[src/rtl/core_pkg.sv]
// core_pkg
// Shared definitions for the MEM stage: datapath width, load/store type
// encodings, the memory-port FSM state type and small access-size helpers.
// No ports.
package core_pkg;

  localparam int XLEN = 32;

  // Load types as produced by the decoder
  localparam logic [2:0] LD_LB  = 3'b000;
  localparam logic [2:0] LD_LH  = 3'b001;
  localparam logic [2:0] LD_LW  = 3'b010;
  localparam logic [2:0] LD_LBU = 3'b100;
  localparam logic [2:0] LD_LHU = 3'b101;

  // Store types; also used as the generic access-size code (byte/half/word)
  localparam logic [1:0] ST_SB = 2'b00;
  localparam logic [1:0] ST_SH = 2'b01;
  localparam logic [1:0] ST_SW = 2'b10;

  typedef enum logic {
    RUN  = 1'b0,
    WAIT = 1'b1
  } mem_state_e;

  // Access size of a load, expressed in the store-type encoding so loads and
  // stores share one byte-enable and alignment rule.
  function automatic logic [1:0] load_size(input logic [2:0] load_type);
    logic [1:0] size;
    case (load_type)
      LD_LB, LD_LBU: size = ST_SB;
      LD_LH, LD_LHU: size = ST_SH;
      default:       size = ST_SW;
    endcase
    return size;
  endfunction

  // Halfwords need addr[0]=0, words need addr[1:0]=0; bytes are always fine.
  // Unused size code 2'b11 is treated as a word.
  function automatic logic access_misaligned(input logic [1:0] size,
                                             input logic [1:0] addr_lo);
    logic mis;
    case (size)
      ST_SB:   mis = 1'b0;
      ST_SH:   mis = addr_lo[0];
      default: mis = |addr_lo;
    endcase
    return mis;
  endfunction

endpackage

[src/rtl/load_store_align.sv]
// load_store_align
// Purely combinational lane steering for the data-memory port.
//   Store path: addr_lo, size, wdata_in -> be, wdata_out (replicated lanes)
//   Load path : addr_lo, load_type, rdata -> load_data (extended word)
// Ports:
//   addr_lo    in  2    : byte offset within the word
//   size       in  2    : access size in store-type encoding (SB/SH/SW)
//   wdata_in   in  XLEN : raw store data (rs2)
//   load_type  in  3    : LB/LH/LW/LBU/LHU
//   rdata      in  XLEN : word returned by memory
//   be         out 4    : byte enables
//   wdata_out  out XLEN : lane-aligned store data
//   load_data  out XLEN : selected and extended load result
module load_store_align
  import core_pkg::*;
(
  input  logic [1:0]      addr_lo,
  input  logic [1:0]      size,
  input  logic [XLEN-1:0] wdata_in,
  input  logic [2:0]      load_type,
  input  logic [XLEN-1:0] rdata,
  output logic [3:0]      be,
  output logic [XLEN-1:0] wdata_out,
  output logic [XLEN-1:0] load_data
);

  logic [7:0]  byte_sel;
  logic [15:0] half_sel;

  always_comb begin
    be        = 4'b1111;
    wdata_out = wdata_in;
    case (size)
      ST_SB: begin
        be        = 4'b0001 << addr_lo;
        wdata_out = {4{wdata_in[7:0]}};
      end
      ST_SH: begin
        be        = addr_lo[1] ? 4'b1100 : 4'b0011;
        wdata_out = {2{wdata_in[15:0]}};
      end
      default: begin
        be        = 4'b1111;
        wdata_out = wdata_in;
      end
    endcase
  end

  always_comb begin
    byte_sel = rdata[7:0];
    case (addr_lo)
      2'd0:    byte_sel = rdata[7:0];
      2'd1:    byte_sel = rdata[15:8];
      2'd2:    byte_sel = rdata[23:16];
      default: byte_sel = rdata[31:24];
    endcase
  end

  assign half_sel = addr_lo[1] ? rdata[31:16] : rdata[15:0];

  always_comb begin
    load_data = rdata;
    case (load_type)
      LD_LB:   load_data = {{24{byte_sel[7]}}, byte_sel};
      LD_LH:   load_data = {{16{half_sel[15]}}, half_sel};
      LD_LBU:  load_data = {24'h000000, byte_sel};
      LD_LHU:  load_data = {16'h0000, half_sel};
      default: load_data = rdata;
    endcase
  end

endmodule

[src/rtl/mem_access_stage.sv]
// mem_access_stage
// Pipeline MEM stage: EX/MEM register, ready/valid data-memory port with byte
// enables, load/store alignment, memory stall generation and MEM/WB register.
//
//   state | meaning
//   ------+-----------------------------------------------------------------
//   RUN   | no outstanding request; a new op is offered straight from EX/MEM
//   WAIT  | request offered but not accepted; EX/MEM frozen, port held stable
//
// Ports:
//   clk, rst                   : clock, synchronous active-high reset
//   ex_valid .. memtoreg_ex_out: execute-stage outputs captured into EX/MEM
//   dmem_req/we/addr/wdata/be  : data-memory request
//   dmem_ready, dmem_rdata     : acceptance and same-cycle read data
//   stall_mem                  : freeze upstream stages
//   data_forward_mem           : EX/MEM ALU result for forwarding
//   rd_mem, wb_reg_file_mem    : EX/MEM copies for the hazard unit
//   misaligned_mem             : misaligned access indication
//   wb_valid/data/rd/en        : MEM/WB register outputs
module mem_access_stage #(
  parameter int XLEN = 32
) (
  input  logic            clk,
  input  logic            rst,
  input  logic            ex_valid,
  input  logic [XLEN-1:0] alu_result_ex,
  input  logic [XLEN-1:0] rs2_data_for_mem_ex,
  input  logic [4:0]      rd_ex_out,
  input  logic            mem_write_ex_out,
  input  logic            mem_read_ex_out,
  input  logic [2:0]      mem_load_type_ex_out,
  input  logic [1:0]      mem_store_type_ex_out,
  input  logic            wb_reg_file_ex_out,
  input  logic            memtoreg_ex_out,
  output logic            dmem_req,
  output logic            dmem_we,
  output logic [XLEN-1:0] dmem_addr,
  output logic [XLEN-1:0] dmem_wdata,
  output logic [3:0]      dmem_be,
  input  logic            dmem_ready,
  input  logic [XLEN-1:0] dmem_rdata,
  output logic            stall_mem,
  output logic [XLEN-1:0] data_forward_mem,
  output logic [4:0]      rd_mem,
  output logic            wb_reg_file_mem,
  output logic            misaligned_mem,
  output logic            wb_valid,
  output logic [XLEN-1:0] wb_data,
  output logic [4:0]      wb_rd,
  output logic            wb_en
);

  import core_pkg::*;

  // EX/MEM register
  logic            exm_valid_q;
  logic [XLEN-1:0] exm_alu_q;
  logic [XLEN-1:0] exm_rs2_q;
  logic [4:0]      exm_rd_q;
  logic            exm_mem_write_q;
  logic            exm_mem_read_q;
  logic [2:0]      exm_load_type_q;
  logic [1:0]      exm_store_type_q;
  logic            exm_wb_reg_file_q;
  logic            exm_memtoreg_q;

  // MEM/WB register
  logic            wb_valid_q, wb_valid_d;
  logic [XLEN-1:0] wb_data_q, wb_data_d;
  logic [4:0]      wb_rd_q;
  logic            wb_en_q, wb_en_d;

  mem_state_e      state_q;

  logic            mem_op;
  logic            misaligned;
  logic            issue;
  logic [1:0]      access_size;
  logic [3:0]      be_aligned;
  logic [XLEN-1:0] wdata_aligned;
  logic [XLEN-1:0] load_data;

  // Bubbles clear the controls that have side effects; the data fields are
  // still captured since nothing downstream qualifies them without valid.
  always_ff @(posedge clk) begin
    if (rst) begin
      exm_valid_q       <= 1'b0;
      exm_alu_q         <= '0;
      exm_rs2_q         <= '0;
      exm_rd_q          <= '0;
      exm_mem_write_q   <= 1'b0;
      exm_mem_read_q    <= 1'b0;
      exm_load_type_q   <= '0;
      exm_store_type_q  <= '0;
      exm_wb_reg_file_q <= 1'b0;
      exm_memtoreg_q    <= 1'b0;
    end else if (!stall_mem) begin
      exm_valid_q       <= ex_valid;
      exm_alu_q         <= alu_result_ex;
      exm_rs2_q         <= rs2_data_for_mem_ex;
      exm_rd_q          <= rd_ex_out;
      exm_mem_write_q   <= ex_valid & mem_write_ex_out;
      exm_mem_read_q    <= ex_valid & mem_read_ex_out;
      exm_load_type_q   <= mem_load_type_ex_out;
      exm_store_type_q  <= mem_store_type_ex_out;
      exm_wb_reg_file_q <= ex_valid & wb_reg_file_ex_out;
      exm_memtoreg_q    <= memtoreg_ex_out;
    end
  end

  // Stores take their size from the store type, loads from the load type.
  assign access_size = exm_mem_write_q ? exm_store_type_q : load_size(exm_load_type_q);
  assign mem_op      = exm_valid_q & (exm_mem_write_q | exm_mem_read_q);
  assign misaligned  = access_misaligned(access_size, exm_alu_q[1:0]);
  assign issue       = mem_op & ~misaligned;

  load_store_align u_align (
    .addr_lo   (exm_alu_q[1:0]),
    .size      (access_size),
    .wdata_in  (exm_rs2_q),
    .load_type (exm_load_type_q),
    .rdata     (dmem_rdata),
    .be        (be_aligned),
    .wdata_out (wdata_aligned),
    .load_data (load_data)
  );

  // In WAIT the EX/MEM register is frozen, so every request field is
  // naturally stable until dmem_ready is seen.
  always_ff @(posedge clk) begin
    if (rst) begin
      state_q <= RUN;
    end else begin
      case (state_q)
        RUN:     if (dmem_req && !dmem_ready) state_q <= WAIT;
        WAIT:    if (dmem_ready) state_q <= RUN;
        default: state_q <= RUN;
      endcase
    end
  end

  assign dmem_req   = issue | (state_q == WAIT);
  assign dmem_we    = dmem_req & exm_mem_write_q;
  assign dmem_addr  = {exm_alu_q[XLEN-1:2], 2'b00};
  assign dmem_be    = dmem_req ? be_aligned : 4'b0000;
  assign dmem_wdata = wdata_aligned;
  assign stall_mem  = dmem_req & ~dmem_ready;

  assign misaligned_mem   = mem_op & misaligned;
  assign data_forward_mem = exm_alu_q;
  assign rd_mem           = exm_rd_q;
  assign wb_reg_file_mem  = exm_wb_reg_file_q;

  // A misaligned op retires as a bubble; stores retire valid but never write.
  always_comb begin
    wb_valid_d = exm_valid_q & ~misaligned_mem;
    wb_en_d    = wb_valid_d & exm_wb_reg_file_q & ~exm_mem_write_q;
    wb_data_d  = (exm_mem_read_q & exm_memtoreg_q) ? load_data : exm_alu_q;
  end

  // While stalled the op has not completed, so WB sees a bubble and keeps its
  // last data.
  always_ff @(posedge clk) begin
    if (rst) begin
      wb_valid_q <= 1'b0;
      wb_data_q  <= '0;
      wb_rd_q    <= '0;
      wb_en_q    <= 1'b0;
    end else if (stall_mem) begin
      wb_valid_q <= 1'b0;
      wb_en_q    <= 1'b0;
    end else begin
      wb_valid_q <= wb_valid_d;
      wb_data_q  <= wb_data_d;
      wb_rd_q    <= exm_rd_q;
      wb_en_q    <= wb_en_d;
    end
  end

  assign wb_valid = wb_valid_q;
  assign wb_data  = wb_data_q;
  assign wb_rd    = wb_rd_q;
  assign wb_en    = wb_en_q;

endmodule

[config.mk]
export PLATFORM = sky130hd
export DESIGN_NAME = mem_access_stage
export DESIGN_NICKNAME = d
export VERILOG_FILES = /design/src/rtl/core_pkg.sv /design/src/rtl/load_store_align.sv /design/src/rtl/mem_access_stage.sv
export SDC_FILE = /design/constraint.sdc
export NUM_CORES = 1
export LEC_CHECK = 0
export ABC_AREA = 1
export CAP_MARGIN = 20
export CORE_MARGIN = 2
export CORE_UTILIZATION = 47
export CTS_BUF_LIST = sky130_fd_sc_hd__clkbuf_4
export DETAILED_ROUTE_END_ITERATION = 8
export PLACE_DENSITY = 0.89
export SLEW_MARGIN = 25
export SYNTH_ARGS = -nofsm -noshare
export SYNTH_HDL_FRONTEND = slang
export SYNTH_SLANG_ARGS = --single-unit
export TNS_END_PERCENT = 50
[constraint.sdc]
create_clock -name clk -period 4.4 [get_ports clk]
set_input_delay 0.88 -clock clk [delete_from_list [all_inputs] [get_ports clk]]
set_output_delay 0.88 -clock clk [all_outputs]
set_load 0.01 [all_outputs]
### After elaboration in Yosys (flattened, before gate mapping)

Index checks and enable logic that the tools add are counted.
Widths: inputs -> output; s select.

| storage, ports and cells | value |
|---|---|
| input port bits | 114 |
| output and inout bits | 149 |
| register bits | 119 |

| operators by class | value |
|---|---|
| equal/unequal tests | 6 |
| reductions and logical operators | 9 |
| multiplexer cells | 14 |
| bitwise logic cells | 19 |
| shift operators | 1 |

Operators by type and width:

| operator | count |
|---|---|
| $pmux 32 s4 | 1 |
| $pmux 32 s2 | 1 |
| $mux 32 | 1 |
| $pmux 8 s3 | 1 |
| $mux 16 | 1 |
| $and 1x1->1 | 12 |
| $mux 4 | 2 |
| $pmux 4 s2 | 1 |
| $reduce_or 2->1 | 4 |
| $eq 3x3->1 const B | 2 |
| $not 1->1 | 5 |
| $eq 2x1->1 const B | 2 |
| $logic_not 2->1 | 2 |
| $pmux 1 s2 | 2 |
| $pmux 2 s2 | 1 |
| $shl 1x2->4 const A | 1 |
| $eq 3x1->1 const B | 1 |
| $logic_not 3->1 | 1 |
| $eq 2x2->1 const B | 1 |
| $mux 1 | 2 |
| $mux 2 | 1 |
| $or 1x1->1 | 2 |
| $logic_and 1x1->1 | 1 |
| $logic_not 1->1 | 1 |

### Depth between registers and ports, before layout

Gate-level depths: netlist (run 1).

| logic depth | value |
|---|---|
| word-level depth | 12 |
| mapped depth | 13 |
| gate-level depth less buffers | 11 |

### By module

A second synthesis (run 1) with hierarchy kept.

| unflattened totals | value |
|---|---|
| cell total of the unflattened synthesis | 880 |
| area, all modules | 6511.2 um^2 |

By module, submodules not included:

| module | instances | cells each | area an instance (um^2) |
|---|---|---|---|
| mem_access_stage | 1 | 641 | 5301.3 |
| load_store_align | 1 | 239 | 1209.9 |

### Least setup slack after synthesis (run 1)

No wires, ideal clock.

| path | value |
|---|---|
| path kind | input to output |
| start point | in dmem_ready |
| end point | out stall_mem |
| required time | 3520 ps |
| cell stages on the path | 5 |
| arrival time | 1443 ps |
| buffers on the path | 2 |
| path slack | 2077 ps |
| cell sequence | inv_2 > nand2_4 > buf_4 > buf_4 > inv_1 |

| between the ends | value |
|---|---|
| cells in the longest elaborated chain, start to end | 2 |

Ends and longest elaborated chain:

| element | line | text |
|---|---|---|
| start: declaration | mem_access_stage.sv:40 | `input logic dmem_ready,` |
| $not 1->1 | mem_access_stage.sv:147 | `assign stall_mem = dmem_req & ~dmem_ready;` |
| $and 1x1->1 | mem_access_stage.sv:147 |  |
| end: declaration | mem_access_stage.sv:42 | `output logic stall_mem,` |

No other way between the ends.

### Worst setup path in the final report (run 1)

| path | value |
|---|---|
| start point | reg exm_load_type_q[1] |
| end point | out dmem_wdata[30] |

| between the ends | value |
|---|---|
| cells in the longest elaborated chain, start to end | 6 |

Ends and longest elaborated chain:

| element | line | text |
|---|---|---|
| start: declaration | mem_access_stage.sv:62 | `logic [2:0] exm_load_type_q;` |
| start signal: assignment | mem_access_stage.sv:104 | `exm_load_type_q <= mem_load_type_ex_out;` |
| $eq 3x1->1 (tied with other cells) | core_pkg.sv:30 | `case (load_type)` |
| $reduce_or 2->1 | core_pkg.sv:30 |  |
| $pmux 2 s2 * | core_pkg.sv:30 |  |
| $mux 2 * | mem_access_stage.sv:112 | `assign access_size = exm_mem_write_q ? exm_store_type_q : load_size(exm_load_type_q);` |
| $eq 2x1->1 or $logic_not 2->1 (tied branches) | load_store_align.sv:33 | `case (size)` |
| $pmux 32 s2 * | load_store_align.sv:33 |  |
| end: declaration | mem_access_stage.sv:38 | `output logic [XLEN-1:0] dmem_wdata,` |

Every way passes the cells marked *; elsewhere a longest branch is shown, timed or not.

==> reports/results.ini, run 1 <==
[setup_path]
worst-setup-path-type = reg2out
path_cells = inv_1, nand2_1, nand2_1, inv_1, or2_2, o211ai_1, clkdlybuf4s50_1
cp_slowest_cell = clkdlybuf4s50_1
arrival_ns = 3.09
r2r_start = exm_load_type_q[1]
endpoint_kind = output pin
required_ns = 3.52
rr_worst_depth = 12
ff2ff_setup_slack_ns = 1.14
startpoint_type = flop
worst_r2r_endpoint = wb_data[19]
crit_fanout = 17
cpPeakStageDelay_ns = 0.57

[global_route]
grt_first_pass_wirelength_um = 29800
overflow = 0
grtUsageTotal_pct = 28.7
grt_pass1_vias = 5730
grt_max_degree = 102
antenna_found_initial = 0

[yosys]
ys_seq_elements = 119
synth_top_area_share_pct = 40.4
synthDominantAreaCellType = dfxtp_1
synth.distinct_cells = 25
synth_cells = 874
synth_area_leaders = dfxtp_1 40%, nand2_1 21%, nand3_1 9.9%
yosysSeqAreaShare_pct = 40.4
syn_area_um2 = 5900
avgSynthCellArea_um2 = 6.75
yosys_warnings = 0

[floorplanning]
io_pins = 263
placementRows = 40
core_area_um2 = 12100
die-area_um2 = 13500
start_util_pct = 48.7
chipWidth_um = 116
fp.dieH_um = 116

[placement]
dp_hpwl_um = 14200
dpl_cell_area_um2 = 8180
gp_congestion = 0.957
place_ws_ns = 1.02
port_buffers = 260

[status]
status = finished, final reports clean

[worst_hold_path]
hold_path_end = wb_rd[2]
min_from = wb_rd[2]
hold_depth = 2
hold_class = reg2reg

[routing]
drc_errors = 0
firstDrtPassIters = 5
viasPerCell = 5.23
wirelength_um = 20000
num_vias = 6490
wl_per_cell_um = 16.1
ant_nets = 0
drt_iter0_markers = 809

[cts]
clkSinkCount = 119
cts_tree = built
cts_made_buffers = 17
cts_hold_buf = 0
cts_max_level = 4
ctsLongestPathBuffers = 2
cts_setup_buffers = 0
cts-root-buf = clkbuf_4
clkLatencyLatePin_ns = 0.55
ctsResizeCount = 0
path_clk_slew_ns = 0.10

[timing]
rsz0062_at_grt = false
hold_viol = 0
period_share_pct = 90.3
fmax_mhz = 252
layout_min_cycle_time_ns = 3.97
fin_ws_ns = 0.427
tns_ns = 0
finalSetupViolCount = 0
worstMarginPinSlew_ns = 1.01
maxSlewHeadroom_pct = 32.7
finalClockSkew_ns = 0.0260
finalMaxSlewViolations = 0

[layout]
drive_gt1_share_pct = 5.88
nets = 1173
final_area_um2 = 8550
syn_to_final_growth_pct = 45.0

[power_and_ir_drop]
vdd.ir_drop.worst_uv = 219
power.leakage_uw = 0.00384
power.density_nw_per_um2 = 324
power.total_uw = 2770

[flow_run]
drv_cap = 0

cell type report:
| type | count | area (um2) |
|---|---|---|
| diodes | 1 | 2.50 |
| clock buffers | 20 | 150 |
| clock inverters | 12 | 223 |
| fillers | 1033 | 3560 |
| inverters | 31 | 118 |
| multi-input cells | 623 | 2800 |
| flip-flops and latches | 119 | 2380 |
| well taps | 168 | 210 |
| repair buffers | 267 | 2670 |
layer usage:
| layer | share of wire (%) | routed length (um) | vias to the layer above | track usage (%) |
|---|---|---|---|---|
| met4 | 4.1 | 828 | 0 | 14.0 |
| li1 | - | - | 3173 | - |
| met1 | 40 | 8070 | 2907 | 36.0 |
| met3 | 9.2 | 1840 | 65 | 8.26 |
| met5 | 0 | 0 | - | 0 |
| met2 | 46 | 9270 | 345 | 45.3 |
flip-flops by register name (all words and copies together) (netlist names):
register / count
data_forward_mem: 32
exm_load_type_q: 3
exm_mem_read_q: 1
exm_mem_write_q: 1
exm_memtoreg_q: 1
exm_rs2_q: 32
exm_store_type_q: 2
exm_valid_q: 1
rd_mem: 5
state_q: 1
wb_data: 32
wb_en: 1
wb_rd: 5
wb_reg_file_mem: 1
wb_valid: 1
report_power, final:
group / leakage [uW] / internal (uW) / total, uW / switching [uW]
combinational: 0.00266 / 302 / 556 / 254
clock: 0.000196 / 586 / 1020 / 431
sequential: 0.000986 / 1140 / 1200 / 56.6
total: 0.00384 / 2030 / 2770 / 742
how the worst max path moves through the flow:
stage	to	slack, ns	depth (start not counted)	start
floorplan	stall_mem	2.08	5	dmem_ready
global placement	dmem_wdata[31]	1.12	7	exm_load_type_q[1]
global route	dmem_wdata[25]	0.19	7	exm_load_type_q[1]
CTS	dmem_wdata[31]	0.40	7	exm_load_type_q[1]
finish	dmem_wdata[30]	0.43	7	exm_load_type_q[1]
detailed placement	dmem_wdata[30]	1.02	7	exm_load_type_q[1]
per-stage QoR:
stage          instances  util, %  hold WS (ns)
6_report            1241     70.6         0.453
3_5_place_dp        1208     67.5         0.432
4_1_cts             1240     70.6         0.455
5_1_grt             1240     70.6         0.474
2_1_floorplan        875        -         0.419
3_3_place_gp        1208     67.5         0.427
placed cells by master (no fill, tap or decap), types with 2 or more instances in the layout:
master / n
nand2_1: 334
clkdlybuf4s50_1: 260
dfxtp_1: 119
nand3_1: 117
a21oi_1: 35
o21ai_0: 33
inv_1: 28
nor2_1: 24
clkbuf_4: 20
nand4_1: 19
or2_2: 17
o211ai_1: 15
nand3b_1: 12
o21ai_1: 7
bufinv_16: 6
buf_4: 6
inv_2: 2
nand2_2: 2
clkinv_2: 2
nor3_1: 2
conb_1: 2
inv_6: 2
cell usage after synthesis:
master	n
a21oi_1	35
and2_1	1
buf_1	8
buf_2	20
buf_4	50
buf_6	1
clkbuf_1	23
conb_1	1
dfxtp_1	119
inv_1	28
inv_2	3
nand2_1	334
nand2_2	2
nand2_4	1
nand3_1	117
nand3_2	1
nand3b_1	12
nand4_1	19
nor2_1	24
nor2_4	1
nor3_1	2
o211ai_1	15
o21ai_0	33
o21ai_1	7
or2_2	17
worst max-delay path: cells and delay by family, from the launching register on:
family | cells | cell delay [ns]
simple gates | 3 | 0.90
buf+inv | 3 | 1.14
flops | 1 | 0.32
compound gates | 1 | 0.20
kinds of logic (layout without fill, tap and decap cells):
| logic type | after synthesis | count (layout) | synth area share (%) |
|---|---|---|---|
| other | 1 | 3 | 0.0636 |
| buffers and inverters | 133 | 330 | 12.2 |
| AND/OR/NAND/NOR | 531 | 531 | 39.1 |
| AO/OA/AOI/OAI | 90 | 90 | 8.27 |
| flip-flops | 119 | 119 | 40.4 |
(Power assumes the default switching activity.)
==> run 2: changes to the inputs <==
--- a/config.mk
+++ b/config.mk
@@ -7,12 +7,13 @@
 export LEC_CHECK = 0
 export ABC_AREA = 1
 export CAP_MARGIN = 20
+export CORE_ASPECT_RATIO = 1.2
 export CORE_MARGIN = 2
-export CORE_UTILIZATION = 47
+export CORE_UTILIZATION = 43
 export CTS_BUF_LIST = sky130_fd_sc_hd__clkbuf_4
 export DETAILED_ROUTE_END_ITERATION = 8
-export PLACE_DENSITY = 0.89
-export SLEW_MARGIN = 25
+export PLACE_DENSITY = 0.82
+export SLEW_MARGIN = 20
 export SYNTH_ARGS = -nofsm -noshare
 export SYNTH_HDL_FRONTEND = slang
 export SYNTH_SLANG_ARGS = --single-unit
==> constraint.sdc (replaced) <==
create_clock -name clk -period 4.1 [get_ports clk]
set_input_delay 0.82 -clock clk [delete_from_list [all_inputs] [get_ports clk]]
set_output_delay 0.82 -clock clk [all_outputs]
set_load 0.01 [all_outputs]
==> run 2 against run 1 <==
Die area grew 9.0%. First-iteration DRC count fell by 30%. Clock power decreased by 8%. Sequential share of layout area is 0.098 points higher. Flip-flop and latch count unchanged. Critical path type unchanged.
==> reports/results.ini, run 2 (synthesized netlist as in run 1, its figures left out) <==
[setup_path]
crit_start = exm_load_type_q[1]
path_cells = inv_1, nand2_1, nand2_2, nand3_2, nand2_1, nand2_1, nand2_4, o21ai_0, inv_1, clkdlybuf4s50_1
cpMostUsedCell = nand2_1
startpoint_type = flop
worst-setup-path-type = reg2out
required_ns = 3.28
cpPeakStageDelay_ns = 0.53
arrival_ns = 2.94
crit_fanout = 30
r2r_start = exm_load_type_q[1]
cp_slowest_cell = clkdlybuf4s50_1
endpoint_kind = output pin

[cts]
cts_tree = built
cts_max_level = 4
cts_hold_buf = 0
cts_made_buffers = 17
ctsLongestPathBuffers = 2
cts-root-buf = clkbuf_4
path_clk_slew_ns = 0.11
clkSinkCount = 119
clkLatencyLatePin_ns = 0.53

[floorplanning]
fp.dieH_um = 132
chipWidth_um = 111
io_pins = 263
start_util_pct = 44.4
placementRows = 46
die-area_um2 = 14700
core_area_um2 = 13300

[layout]
final_cell_mix = 333 x nand2_1, 260 x clkdlybuf4s50_1, 119 x dfxtp_1, 117 x nand3_1, 35 x a21oi_1
drive_gt1_share_pct = 6.23
nets = 1177
final_common_cell = nand2_1
syn_to_final_growth_pct = 44.5
postLayoutCoreUtil_pct = 64.1

[routing]
viasPerCell = 5.18
firstDrtPassIters = 6
ant_nets = 0
wirelength_um = 19700
wl_per_cell_um = 15.8
drc_errors = 0
num_vias = 6450
drt_iter0_markers = 567

[timing]
rsz0062_at_grt = false
finalClockSkew_ns = 0.0174
finalMaxSlewViolations = 0
fin_hold_ws_ns = 0.452
hold_viol = 0
layout_min_cycle_time_ns = 3.76
worstMarginPinSlew_ns = 0.868
period_share_pct = 91.7
maxSlewHeadroom_pct = 42.0
tns_ns = 0
finalSetupViolCount = 0
fmax_mhz = 266

[global_route]
busiest_layer = met2
grtUsageTotal_pct = 26.1
gr-usage-met2_pct = 42.9
grt_pass1_vias = 5983
grt_first_pass_wirelength_um = 30800
grt_max_degree = 64
overflow = 0
gr-usage-met3_pct = 7.77
grt_util_met1_pct = 31.4
antenna_found_initial = 1

[placement]
dp_hpwl_um = 14300
gp_congestion = 0.899
port_buffers = 260

[worst_hold_path]
min_from = exm_store_type_q[1]
hold_class = reg2reg

[power_and_ir_drop]
vdd.ir_drop.worst_uv = 210
power.density_nw_per_um2 = 330
clkPwrFrac_pct = 33.3
p_switching_uw = 762
p_int_uw = 2050
swShare_pct = 27.1
power.leakage_uw = 0.00383
combPwrFrac_pct = 21.4
seqPwrFrac_pct = 45.4

[status]
status = finished, final reports clean

[flow_run]
drv_cap = 0

## run 2: worst paths after layout
check	depth (start not counted)	slack [ns]	to
setup / recovery	10	0.34	dmem_be[3]
hold reg to reg	2	0.45	exm_store_type_q[1]
setup reg to reg	12	0.85	wb_rd[2]
hold / removal	2	0.45	exm_store_type_q[1]
## run 2: power by group through the flow
| stage | Sequential [uW] | Clock, uW | Combinational, uW |
|---|---|---|---|
| finish | 1280 | 937 | 602 |
| global route | 1290 | 1000 | 650 |
| CTS | 1280 | 955 | 599 |
| detailed placement | 1300 | 0 | 597 |
| global placement | 1300 | 0 | 590 |
| floorplan | 1310 | 0 | 272 |
## run 2: layer usage
layer | part of all wire (%) | vias up | routed length (um)
li1 | - | 3171 | -
met1 | 41 | 2934 | 8070
met2 | 48 | 292 | 9370
met3 | 7.7 | 53 | 1520
met4 | 3.7 | 0 | 731
met5 | 0 | - | 0
## run 2: cell type report
class | count | area [um2]
Tap cell | 168 | 210
Timing Repair Buffer | 271 | 2690
Clock inverter | 11 | 155
Fill cell | 1224 | 4770
Clock buffer | 21 | 158
Multi-Input combinational cell | 623 | 2810
Sequential cell | 119 | 2380
Inverter | 31 | 123
Antenna cell | 1 | 2.50
## run 2: repair_timing
| action | in CTS | in global routing |
|---|---|---|
| endpoints found under the setup margin | 0 | 13 |
| gates resized for setup | 0 | 3 |
| buffers inserted | 0 | 2 |
## run 2: worst max-delay path: cells and delay by family (launching register included)
kind | cells | cell delay (ns)
and+or+nand+nor | 6 | 0.96
buffers and inverters | 3 | 0.89
DFF | 1 | 0.33
AOI/OAI and AO/OA | 1 | 0.22
## run 2: metrics by stage
step                      area, um2  power [uW]  setup WS (ns)  instances
after floorplan                5900        1580           1.90        875
after global placement         8180        1890          0.694       1210
after detailed placement       8180        1900          0.580       1210
after CTS                      8500        2830        0.00968       1242
after global routing           8520        2940         0.0777       1245
final                          8520        2820          0.342       1245
==> run 3: changes to the inputs <==
==> constraint.sdc (replaced) <==
create_clock -name clk -period 3.9 [get_ports clk]
set_input_delay 0.78 -clock clk [delete_from_list [all_inputs] [get_ports clk]]
set_output_delay 0.78 -clock clk [all_outputs]
set_load 0.01 [all_outputs]
==> run 3 against run 2 <==
Cell count did not move. Power up 0.58%. Sequential power up 5%. Critical endpoint is now dmem_wdata[31].
==> reports/results.ini, run 3 (synthesized netlist as in run 1, its figures left out) <==
[power_and_ir_drop]
seqPwrFrac_pct = 47.5
vdd.ir_drop.worst_uv = 170
combPwrFrac_pct = 22.3
clkPwrFrac_pct = 30.2
p_int_uw = 2000
swShare_pct = 29.4
power.leakage_uw = 0.00379
p_switching_uw = 833
power.density_nw_per_um2 = 334

[routing]
wirelength_um = 19700
drc_errors = 0
wl_per_cell_um = 15.8
ant_nets = 0
viasPerCell = 5.12
num_vias = 6380
firstDrtPassIters = 9
drt_iter0_markers = 540

[layout]
fill_cells = 1154
syn_to_final_growth_pct = 43.6
final_area_um2 = 8470
final_cell_mix = 333 x nand2_1, 260 x clkdlybuf4s50_1, 119 x dfxtp_1, 117 x nand3_1, 35 x a21oi_1
nets = 1176
final_common_cell = nand2_1
postLayoutCoreUtil_pct = 63.7
drive_gt1_share_pct = 6.14

[status]
status = finished, final reports clean

[placement]
gp_congestion = 0.889
dpl_cell_area_um2 = 8190
port_buffers = 260
place_ws_ns = 0.569
dp_hpwl_um = 14100

[cts]
clkSinkCount = 119
cts_made_buffers = 17
ctsResizeCount = 0
cts_hold_buf = 0
ctsLongestPathBuffers = 2
cts_setup_buffers = 0
clkLatencyLatePin_ns = 0.53
path_clk_slew_ns = 0.11
cts_max_level = 4
cts_tree = built
cts-root-buf = clkbuf_4

[floorplanning]
core_area_um2 = 13300
placementRows = 46
chipWidth_um = 111
io_pins = 263
fp.dieH_um = 132
start_util_pct = 44.4
die-area_um2 = 14700

[global_route]
grtUsageTotal_pct = 25.8
overflow = 0
antenna_found_initial = 2
grt_first_pass_wirelength_um = 30400
grt_pass1_vias = 5808
grt_max_degree = 66

[setup_path]
required_ns = 3.12
cpPeakStageDelay_ns = 0.58
path_cells = clkinvlp_4, nand2_1, nand2_2, inv_1, buf_4, or2_2, o211ai_1, clkdlybuf4s50_1
cp_slowest_cell = clkdlybuf4s50_1
crit_start = exm_load_type_q[1]
crit_fanout = 17
worst_r2r_endpoint = exm_store_type_q[1]
r2r_start = exm_load_type_q[1]
startpoint_type = flop
cp-endpoint = dmem_wdata[31]
arrival_ns = 2.83
ff2ff_setup_slack_ns = 0.87
worst-setup-path-type = reg2out
rr_worst_depth = 12
endpoint_kind = output pin

[timing]
fin_hold_ws_ns = 0.454
hold_viol = 0
period_share_pct = 92.5
finalMaxSlewViolations = 0
fin_ws_ns = 0.294
maxSlewHeadroom_pct = 43.4
finalClockSkew_ns = 0.0124
tns_ns = 0
fmax_mhz = 277
layout_min_cycle_time_ns = 3.61
rsz0062_at_grt = false
finalSetupViolCount = 0
worstMarginPinSlew_ns = 0.848

[worst_hold_path]
hold_class = reg2reg

[flow_run]
drv_cap = 0

==> run 3: cell count changes in the layout (fill, tap and decap cells not counted), sizes merged <==
| cell | before | now |
|---|---|---|
| bufinv | 4 | 2 |
| diode | 1 | 2 |
| clkinvlp | 1 | 4 |
| clkbuf | 21 | 17 |
| buf | 11 | 10 |
| inv | 30 | 31 |
| clkinv | 7 | 9 |
==> run 3: worst min-delay path by stage <==
stage | start | end | depth (start not counted)
2_1_floorplan | exm_memtoreg_q | exm_memtoreg_q | 2
3_3_place_gp | wb_rd[2] | wb_rd[2] | 2
3_5_place_dp | exm_rs2_q[29] | exm_rs2_q[29] | 2
4_1_cts | exm_rs2_q[12] | exm_rs2_q[12] | 2
5_1_grt | wb_rd[3] | wb_rd[3] | 2
6_report | wb_rd[2] | wb_rd[2] | 2
==> run 3: power groups by stage <==
stage	Sequential, uW	Combinational [uW]	Clock (uW)
finish	1350	631	856
global placement	1370	621	0
detailed placement	1370	627	0
CTS	1340	630	877
global route	1350	680	923
floorplan	1380	285	0
==> run 3: per-layer routing <==
| metal | GRT usage (%) | share of wire (%) | vias to the layer above |
|---|---|---|---|
| met3 | 6.90 | 7.5 | 43 |
| met1 | 32.1 | 42 | 2867 |
| met2 | 41.8 | 47 | 292 |
| li1 | - | - | 3178 |
| met4 | 12.1 | 3.4 | 0 |
| met5 | 0 | 0 | - |
==> run 3: critical path, delay by kind of cell (launching register included) <==
family,cells,cell delay (ns)
buffers and inverters,4,1.01
and+or+nand+nor,3,0.71
DFF,1,0.35
AOI/OAI and AO/OA,1,0.24
==> run 3: layout make-up <==
cell class	instances	area (um2)	area share, %
clock inverters	15	136	1.61
multi-input cells	623	2810	33.2
inverters	31	123	1.45
well taps	168	210	2.48
diodes	2	5.00	0.0591
clock buffers	17	128	1.51
repair buffers	270	2680	31.6
flip-flops and latches	119	2380	28.1
==> run 3: through the flow <==
| stage | instances | power [uW] |
|---|---|---|
| final | 1245 | 2830 |
| after CTS | 1243 | 2850 |
| after global routing | 1245 | 2960 |
| after floorplan | 875 | 1660 |
| after global placement | 1211 | 1990 |
| after detailed placement | 1211 | 2000 |
